[src/rtl/life_cell_gen.sv]
// ---------------------------------------------------------------------------
// life_cell_gen
//   One cell of a cellular-automaton grid. Supports any life-like Bx/Sy rule
//   (runtime-writable masks), multi-state "Generations" decay when
//   N_STATES > 2, a saturating alive-age counter and a change flag.
//
// Parameters
//   S_0      reset state value (< N_STATES)
//   N_STATES number of cell states (2 = alive/dead, >2 adds decay states)
//   STATE_W  width of the state register (2**STATE_W >= N_STATES)
//   AGE_W    width of the saturating alive-age counter
//   BIRTH    reset birth mask   (bit k = birth with k live neighbours)
//   SURVIVE  reset survive mask (bit k = survival with k live neighbours)
//
// Ports
//   clk          clock, rising edge
//   rst          synchronous reset, active-high
//   step         advance one generation on this edge
//   nbr          neighbour status bits {Tl,T,Tr,L,R,Bl,B,Br}
//   load         force state from load_state (overrides step)
//   load_state   value written on load (illegal values load as 0)
//   rule_wr      write both rule masks
//   rule_birth   new birth mask
//   rule_survive new survive mask
//   status       1 iff state == 1; feeds the neighbouring cells
//   state        full cell state
//   age          generations spent alive, saturating
//   changed      state changed on the last step/load
//   osc2         (LIFE_CELL_HISTORY_EN only) new state equals the state two
//                steps earlier: still life or period-2 oscillator
//
// Optional feature macro: LIFE_CELL_HISTORY_EN
// ---------------------------------------------------------------------------
module life_cell_gen #(
   parameter int         S_0      = 0,
   parameter int         N_STATES = 2,
   parameter int         STATE_W  = 4,
   parameter int         AGE_W    = 8,
   parameter logic [8:0] BIRTH    = 9'h008,
   parameter logic [8:0] SURVIVE  = 9'h00C
) (
   input  logic               clk,
   input  logic               rst,
   input  logic               step,
   input  logic [7:0]         nbr,
   input  logic               load,
   input  logic [STATE_W-1:0] load_state,
   input  logic               rule_wr,
   input  logic [8:0]         rule_birth,
   input  logic [8:0]         rule_survive,
   output logic               status,
   output logic [STATE_W-1:0] state,
   output logic [AGE_W-1:0]   age,
   output logic               changed
`ifdef LIFE_CELL_HISTORY_EN
   ,
   output logic               osc2
`endif
);

   localparam logic [STATE_W-1:0] ST_DEAD   = '0;
   localparam logic [STATE_W-1:0] ST_ALIVE  = STATE_W'(1);
   localparam logic [STATE_W-1:0] ST_DECAY0 = STATE_W'(2);
   localparam logic [STATE_W-1:0] ST_INIT   = STATE_W'(S_0);
   // One extra bit so N_STATES == 2**STATE_W is still representable.
   localparam logic [STATE_W:0]   N_LIM     = (STATE_W+1)'(N_STATES);
   localparam logic [AGE_W-1:0]   AGE_MAX   = '1;

   typedef enum logic [1:0] {
      CL_DEAD,
      CL_ALIVE,
      CL_DECAY,
      CL_ILLEGAL
   } cell_class_t;

   function automatic logic [3:0] popcount8(input logic [7:0] v);
      logic [3:0] c;
      c = '0;
      for (int i = 0; i < 8; i++) begin
         c = c + {3'b000, v[i]};
      end
      return c;
   endfunction

   function automatic logic [AGE_W-1:0] age_sat_inc(input logic [AGE_W-1:0] a);
      return (a == AGE_MAX) ? a : a + AGE_W'(1);
   endfunction

   function automatic logic [STATE_W-1:0] legalise(input logic [STATE_W-1:0] s);
      return ({1'b0, s} >= N_LIM) ? ST_DEAD : s;
   endfunction

   logic [8:0]         birth_mask;
   logic [8:0]         survive_mask;
   logic [3:0]         cnt;
   cell_class_t        cls;
   logic [STATE_W:0]   state_inc;
   logic [STATE_W-1:0] nxt_state;
   logic [AGE_W-1:0]   nxt_age;
   logic [STATE_W-1:0] ld_val;

   // Next-state decode: classify the current state, then apply the rule.
   always_comb begin
      cnt       = popcount8(nbr);
      state_inc = {1'b0, state} + (STATE_W+1)'(1);
      ld_val    = legalise(load_state);
      cls       = CL_ILLEGAL;
      nxt_state = ST_DEAD;

      if (state == ST_DEAD) begin
         cls = CL_DEAD;
      end else if (state == ST_ALIVE) begin
         cls = CL_ALIVE;
      end else if ({1'b0, state} < N_LIM) begin
         cls = CL_DECAY;
      end

      unique case (cls)
         CL_DEAD:  nxt_state = birth_mask[cnt] ? ST_ALIVE : ST_DEAD;
         CL_ALIVE: begin
            if (survive_mask[cnt]) begin
               nxt_state = ST_ALIVE;
            end else if (N_STATES > 2) begin
               nxt_state = ST_DECAY0;
            end else begin
               nxt_state = ST_DEAD;
            end
         end
         // Decay states ignore neighbours and count up to the wrap into dead.
         CL_DECAY: nxt_state = (state_inc < N_LIM) ? state_inc[STATE_W-1:0] : ST_DEAD;
         default:  nxt_state = ST_DEAD;
      endcase

      nxt_age = ((state == ST_ALIVE) && (nxt_state == ST_ALIVE)) ? age_sat_inc(age) : '0;
   end

   // State register: rst > load > step; rule_wr is independent of load/step.
   always_ff @(posedge clk) begin
      if (rst) begin
         state        <= ST_INIT;
         status       <= (ST_INIT == ST_ALIVE);
         age          <= '0;
         changed      <= 1'b0;
         birth_mask   <= BIRTH;
         survive_mask <= SURVIVE;
      end else begin
         // A step on this edge still decodes with the old masks.
         if (rule_wr) begin
            birth_mask   <= rule_birth;
            survive_mask <= rule_survive;
         end
         if (load) begin
            state   <= ld_val;
            status  <= (ld_val == ST_ALIVE);
            age     <= '0;
            changed <= (load_state != state);
         end else if (step) begin
            state   <= nxt_state;
            status  <= (nxt_state == ST_ALIVE);
            age     <= nxt_age;
            changed <= (nxt_state != state);
         end else begin
            changed <= 1'b0;
         end
      end
   end

`ifdef LIFE_CELL_HISTORY_EN
   logic [STATE_W-1:0] hist_a;    // state before the last step
   logic [STATE_W-1:0] hist_b;    // state before the step before that
   logic [1:0]         hist_vld;  // steps seen since rst/load, saturating at 2

   // History register: the new state is compared with the state held before
   // the previous step, i.e. two generations back.
   always_ff @(posedge clk) begin
      if (rst || load) begin
         hist_a   <= '0;
         hist_b   <= '0;
         hist_vld <= 2'd0;
         osc2     <= 1'b0;
      end else if (step) begin
         osc2     <= (hist_vld == 2'd2) && (nxt_state == hist_a);
         hist_a   <= state;
         hist_b   <= hist_a;
         hist_vld <= (hist_vld == 2'd2) ? 2'd2 : hist_vld + 2'd1;
      end
   end
`endif

endmodule

[config.mk]
export PLATFORM = sky130hd
export DESIGN_NAME = life_cell_gen
export DESIGN_NICKNAME = d
export VERILOG_FILES = /design/src/rtl/life_cell_gen.sv
export SDC_FILE = /design/constraint.sdc
export NUM_CORES = 1
export LEC_CHECK = 0
export ABC_AREA = 0
export CAP_MARGIN = 20
export CELL_PAD_IN_SITES_DETAIL_PLACEMENT = 0
export CELL_PAD_IN_SITES_GLOBAL_PLACEMENT = 1
export CORE_UTILIZATION = 36
export DETAILED_ROUTE_END_ITERATION = 10
export GPL_ROUTABILITY_DRIVEN = 0
export PLACE_DENSITY_LB_ADDON = 0.1
export SYNTH_ARGS = -nofsm -noshare
export SYNTH_HDL_FRONTEND = slang
export SYNTH_SLANG_ARGS = --single-unit
[constraint.sdc]
create_clock -name clk -period 5.2 [get_ports clk]
set_clock_uncertainty 0.05 [all_clocks]
set_input_delay 1.3 -clock clk [delete_from_list [all_inputs] [get_ports clk]]
set_output_delay 1.3 -clock clk [all_outputs]
set_load 0.01 [all_outputs]
==> results.toml, run 1 <==
[outcome]
outcome = "finished clean"

[routing]
dr_wl_met2_um = 2170
m1WireLength_um = 2050
dr.pass1.iters = 4
wire_per_inst_um = 14.0
viasPerCell = 5.10
totalWireLength_um = 4470
dr_wl_met3_um = 187
drt-initial-drc-count = 89
via_count = 1626
drc = 0
top_layer_used = "met4"
ant_nets = 0

[timing]
drv_slew = 0
slew_headroom = 0.413
grt_setup_unrepaired = "no"
min_period_ns = 5.05
setup_viol_count_final = 0
holdWs_ns = 0.446
hold_violations = 0
fmax_mhz = 198
final.period_utilization = 0.971
worst_pin_slew_ns = 0.874

[pwr]
fin_total_pwr_mw = 0.719
p_per_area_nw_per_um2 = 271
seq_power_share = 0.367
clockPowerShare = 0.278
pwr-share-comb = 0.355
leakage_nw = 1.03
p_int_mw = 0.502
ir_drop_v = 0.000170
swShare = 0.302
p_switching_mw = 0.217

[cells_and_area]
fill_cells = 464
nets = 297
drive_above_1_share = 0.167
area_growth_pct = 44.8
finish.utilization = 0.550
fin_area_sq_um = 2650
antenna_cells = 0
final_cells = 319

[logic_synthesis]
netlist_instances = 193
synth_ff_type = "dfxtp_1"
ys_top_cells_by_area = "dfxtp_1 (35%), mux2i_1 (9.3%), mux4_1 (5.7%)"
netlist.area_leader.share = 0.350
syn_area_sq_um = 1830
synthSimpleGateAreaFrac = 0.172
syn_area_per_cell_sq_um = 9.48
synthMostInstantiatedCell = "dfxtp_1"
yosysSeqAreaShare = 0.350
synth_cell_type_count = 44
synth_top_area_cell = "dfxtp_1"
ys_warn_count = 0
postSynth.asyncResetShare = 0
synth_edf_count = 0
synthAdderAreaFrac = 0.0916
netlist_top_cells_count = "dfxtp_1 (32), nor2_1 (19), inv_1 (17), mux2i_1 (17)"
synth_compound_area_frac = 0.148
muxShareOfSynthArea = 0.150
ys_seq_elements = 32
synth-xor-area-share = 0.0280
synth_nets = 239
synth_top_family_by_area = "simple AND/OR/NAND/NOR gates"

[setup_path]
end_kind = "register"
rr_worst_depth = 6
cp.required_ns = 5.29
critPathArrivalTime_ns = 5.14
critPathKind = "primary input to register"
critPathMaxFanout = 6
startpoint_type = "primary input"

[global_routing]
grt_usage = 0.184
grt_start_max_net_pins = 24
overflow = 0
first_global_vias = 1674
grt_pass1_wl_um = 7520
antenna_found_initial = 0

[die]
dieArea_sq_um = 5370
fp.dieH_um = 73.3
start_util = 0.380
coreArea_sq_um = 4820
rows = 25
fp.dieW_um = 73.3
ios = 49

[cts]
h-tree-depth = 2
cts_tree = "built"
clk_path_buf_depth = 2
holdBufCountCts = 0
numCtsBuffers = 5
cts_root_buffer = "clkbuf_8"
cts_num_sinks = 32
insertion_delay_ns = 0.29
clk_pin_slew_worst_paths_ns = 0.07

[job]
maxCapViolations = 0

[place]
dp_hpwl_um = 3150
portBuffers = 48
post_dp_cell_area_sq_um = 2390
place_inst = 304

[hold_path]
hold_class = "register to register"
hold_depth = 2
-- layout make-up --
class / instances / area (sq um) / share of cell area
multi-input cells: 135 / 1180 / 0.444
clock buffers: 6 / 82.6 / 0.0312
clock inverters: 2 / 10.0 / 0.00378
well taps: 67 / 83.8 / 0.0316
repair buffers: 60 / 592 / 0.223
inverters: 17 / 63.8 / 0.0241
flip-flops and latches: 32 / 641 / 0.242
-- final timing paths --
check / startpoint / to / slack [ns]
setup / recovery: nbr[3] / age[7] / 0.15
setup reg to reg: state[0] / state[0] / 3.05
hold reg to reg: birth_mask[4] / birth_mask[4] / 0.45
hold / removal: birth_mask[4] / birth_mask[4] / 0.45
-- kinds of logic (layout without fill, tap and decap cells) --
group | after synthesis | count (layout)
simple gates | 60 | 60
compound gates | 38 | 38
flops | 32 | 32
buf+inv | 26 | 85
mux | 21 | 21
fa+ha+maj | 11 | 11
xor+xnor | 5 | 5
-- power groups by stage --
stage / combinational [mW] / clock (mW) / sequential, mW
2_1_floorplan: 0.132 / 0 / 0.268
3_3_place_gp: 0.191 / 0 / 0.269
3_5_place_dp: 0.197 / 0 / 0.269
4_1_cts: 0.245 / 0.206 / 0.264
5_1_grt: 0.275 / 0.219 / 0.266
6_report: 0.255 / 0.200 / 0.264
-- per-layer routing --
metal / global-route usage / up-vias
met5: 0 / -
met4: 0.0662 / 0
met3: 0.0425 / 7
met2: 0.319 / 40
met1: 0.224 / 775
li1: - / 804
-- worst max-delay path, stage by stage --
cell	delay [ns]
dlygate4sd2_1	0.21
inv_2	0.04
fa_1	0.58
fa_1	0.45
fa_1	0.48
inv_1	0.07
ha_2	0.18
inv_2	0.04
fa_2	0.59
buf_4	0.13
mux4_2	0.32
mux2i_4	0.22
a211oi_4	0.09
buf_4	0.15
o22ai_1	0.19
a211oi_1	0.10
-- state kept, by name, summed over array words and instances, names as in the netlist --
name	flops
survive_mask	9
state	4
birth_mask	9
age	8
status	1
changed	1
-- through the flow --
step	TNS [ns]	setup slack [ns]
3_5_place_dp	-4.88	-0.554
3_3_place_gp	-3.62	-0.420
6_report	0	0.150
4_1_cts	0	0.131
2_1_floorplan	0	0.347
5_1_grt	0	0.00756
-- placed cells by master, fill, tap and decap left out, drive strengths merged, types with 2 or more instances in the layout --
master,count
nor3b,4
mux2i,17
buf,12
o21ai,5
nor2b,4
and2,2
fa,4
o22ai,5
nor2,19
nor3,5
clkbuf,6
nand2b,7
a41oi,3
ha,7
nand2,9
inv,17
dfxtp,32
a211oi,5
or4,2
mux4,4
clkdlybuf4s50,45
a21oi,9
xnor2,4
dlygate4sd2,3
clkinv,2
a211o,3
-- repair_timing --
| action | CTS | global route |
|---|---|---|
| setup buffers | 5 | 0 |
| endpoints found under the setup margin | 11 | 9 |
| pin swaps | 16 | 1 |
| resized for setup | 29 | 2 |
| cloned | 1 | 0 |
(Power assumes the default switching activity.)
==> run 2: changes to the inputs <==
--- a/config.mk
+++ b/config.mk
@@ -13,6 +13,7 @@
 export DETAILED_ROUTE_END_ITERATION = 10
 export GPL_ROUTABILITY_DRIVEN = 0
 export PLACE_DENSITY_LB_ADDON = 0.1
+export SLEW_MARGIN = 40
 export SYNTH_ARGS = -nofsm -noshare
 export SYNTH_HDL_FRONTEND = slang
 export SYNTH_SLANG_ARGS = --single-unit
==> run 2 against run 1 <==
Compared with the run above:
- sequential share of layout area is 0.080 points higher
- routed wire length shrank 0.76%
- combinational power hardly changed
- utilization is 0.18 points lower
- register-to-register slack improved by 0.05 ns
- hold slack about the same
- die area is the same
- global-route usage hardly changed
- first-iteration DRC count is 19% lower
- clock power grew 18%
- fmax about the same
==> results.toml, run 2 (synthesis gave the netlist of run 1 again) <==
[routing]
drc = 0
viasPerCell = 5.15
dr.pass1.iters = 4
ant_nets = 0
drt-initial-drc-count = 72
totalWireLength_um = 4440
wire_per_inst_um = 14.0
via_count = 1638

[cells_and_area]
antenna_cells = 0
drive_above_1_share = 0.171
final_cells = 318
final_common_cell = "clkdlybuf4s50_1"
fin_area_sq_um = 2640
nets = 296
final_cell_mix = "clkdlybuf4s50_1 (44), dfxtp_1 (32), nor2_1 (19), inv_1 (15), mux2i_1 (15)"
area_growth_pct = 44.3
reg_top3 = "birth_mask: 9 flops, survive_mask: 9 flops, age: 8 flops"

[timing]
min_period_ns = 5.05
fmax_mhz = 198
worst_pin_slew_ns = 0.792
drv_slew = 0
setup_viol_count_final = 0
final.period_utilization = 0.971
hold_violations = 0
slew_headroom = 0.470
grt_setup_unrepaired = "no"
setup_slack_ns = 0.153

[hold_path]
min_to = "birth_mask[4]"
hold_depth = 2
hold_class = "register to register"
min-delay-start = "birth_mask[4]"

[setup_path]
cp.required_ns = 5.29
r2r_setup_slack_ns = 3.10
rr_worst_depth = 6
startpoint_type = "primary input"
timing.rr.start = "state[0]"
critPathArrivalTime_ns = 5.14
r2r-end = "status"
critPathMaxFanout = 6
end_kind = "register"
critPathKind = "primary input to register"

[die]
rows = 25
coreArea_sq_um = 4820
fp.dieW_um = 73.3
start_util = 0.380
fp.dieH_um = 73.3
ios = 49
dieArea_sq_um = 5370

[global_routing]
overflow = 0
grt_pass1_wl_um = 7510
antenna_found_initial = 0
first_global_vias = 1670
grt_usage = 0.184
grt_start_max_net_pins = 24

[outcome]
outcome = "finished clean"

[pwr]
leakage_nw = 1.02
ir_drop_v = 0.000158
p_per_area_nw_per_um2 = 285

[cts]
insertion_delay_ns = 0.29
cts_num_sinks = 32
h-tree-depth = 2
holdBufCountCts = 0
clk_path_buf_depth = 2
numCtsBuffers = 5
cts_root_buffer = "clkbuf_8"
clk_pin_slew_worst_paths_ns = 0.07
cts_tree = "built"

[place]
place_inst = 304
portBuffers = 48
dp_hpwl_um = 3150
pre_cts_slack_ns = -0.554
post_dp_cell_area_sq_um = 2380

[job]
maxCapViolations = 0
-- run 2: worst max path at each step --
stage | from | to | slack [ns] | cells after the start
6_report | nbr[3] | age[7] | 0.15 | 16
5_1_grt | nbr[3] | age[5] | 0.009 | 16
4_1_cts | nbr[3] | changed | 0.14 | 16
3_5_place_dp | nbr[0] | age[1] | -0.55 | 15
3_3_place_gp | nbr[0] | age[1] | -0.42 | 15
2_1_floorplan | nbr[0] | age[1] | 0.35 | 13
-- run 2: metrics by stage --
step	power, mW	setup TNS (ns)	utilization	hold WS (ns)
floorplan	0.401	0	-	0.401
global placement	0.460	-3.62	0.496	0.419
detailed placement	0.466	-4.89	0.495	0.433
CTS	0.756	0	0.544	0.456
global route	0.797	0	0.548	0.472
finish	0.753	0	0.548	0.446
-- run 2: layer usage --
layer  part of all wire  GRT usage  routed length [um]  up-vias
li1                   -          -                   -      798
met1               0.45      0.224                2010      795
met2               0.49      0.319                2180       39
met3              0.043     0.0425                 189        6
met4              0.013     0.0662                  59        0
met5                  0          0                   0        -
-- run 2: report_power, final --
group	switching, mW	leakage, nW	internal [mW]
Clock	0.0949	0.0541	0.142
Combinational	0.115	0.703	0.137
Sequential	0.00692	0.262	0.257
Total	0.217	1.02	0.536
-- run 2: repair_timing --
item / 4_1_cts / 5_1_grt
endpoints found under the setup margin: 11 / 9
gates cloned: 1 / 0
pin swaps: 15 / 1
buffers inserted: 5 / 0
gates resized for setup: 29 / 2
-- run 2: worst max-delay path, stage by stage --
cell	delay, ns
dlygate4sd2_1	0.21
inv_2	0.04
fa_1	0.57
fa_1	0.45
fa_1	0.48
inv_1	0.07
ha_2	0.18
inv_2	0.04
fa_2	0.59
buf_4	0.13
mux4_2	0.32
mux2i_4	0.22
a211oi_4	0.09
buf_4	0.15
o22ai_1	0.19
a211oi_1	0.10
-- run 2: final cells by class --
class | count | area, sq um
Tap cell | 67 | 83.8
Inverter | 17 | 63.8
Sequential cell | 32 | 641
Clock inverter | 3 | 42.5
Multi-Input combinational cell | 135 | 1180
Timing Repair Buffer | 59 | 559
Clock buffer | 5 | 68.8
Fill cell | 460 | 2180
==> run 3: changes to the inputs <==
--- a/config.mk
+++ b/config.mk
@@ -6,6 +6,7 @@
 export NUM_CORES = 1
 export LEC_CHECK = 0
 export ABC_AREA = 0
+export ABC_CLOCK_PERIOD_IN_PS = 5200
 export CAP_MARGIN = 20
 export CELL_PAD_IN_SITES_DETAIL_PLACEMENT = 0
 export CELL_PAD_IN_SITES_GLOBAL_PLACEMENT = 1
==> results of run 3 <==
Same layout as run 2: the final DEF is identical, and so are final timing and power.
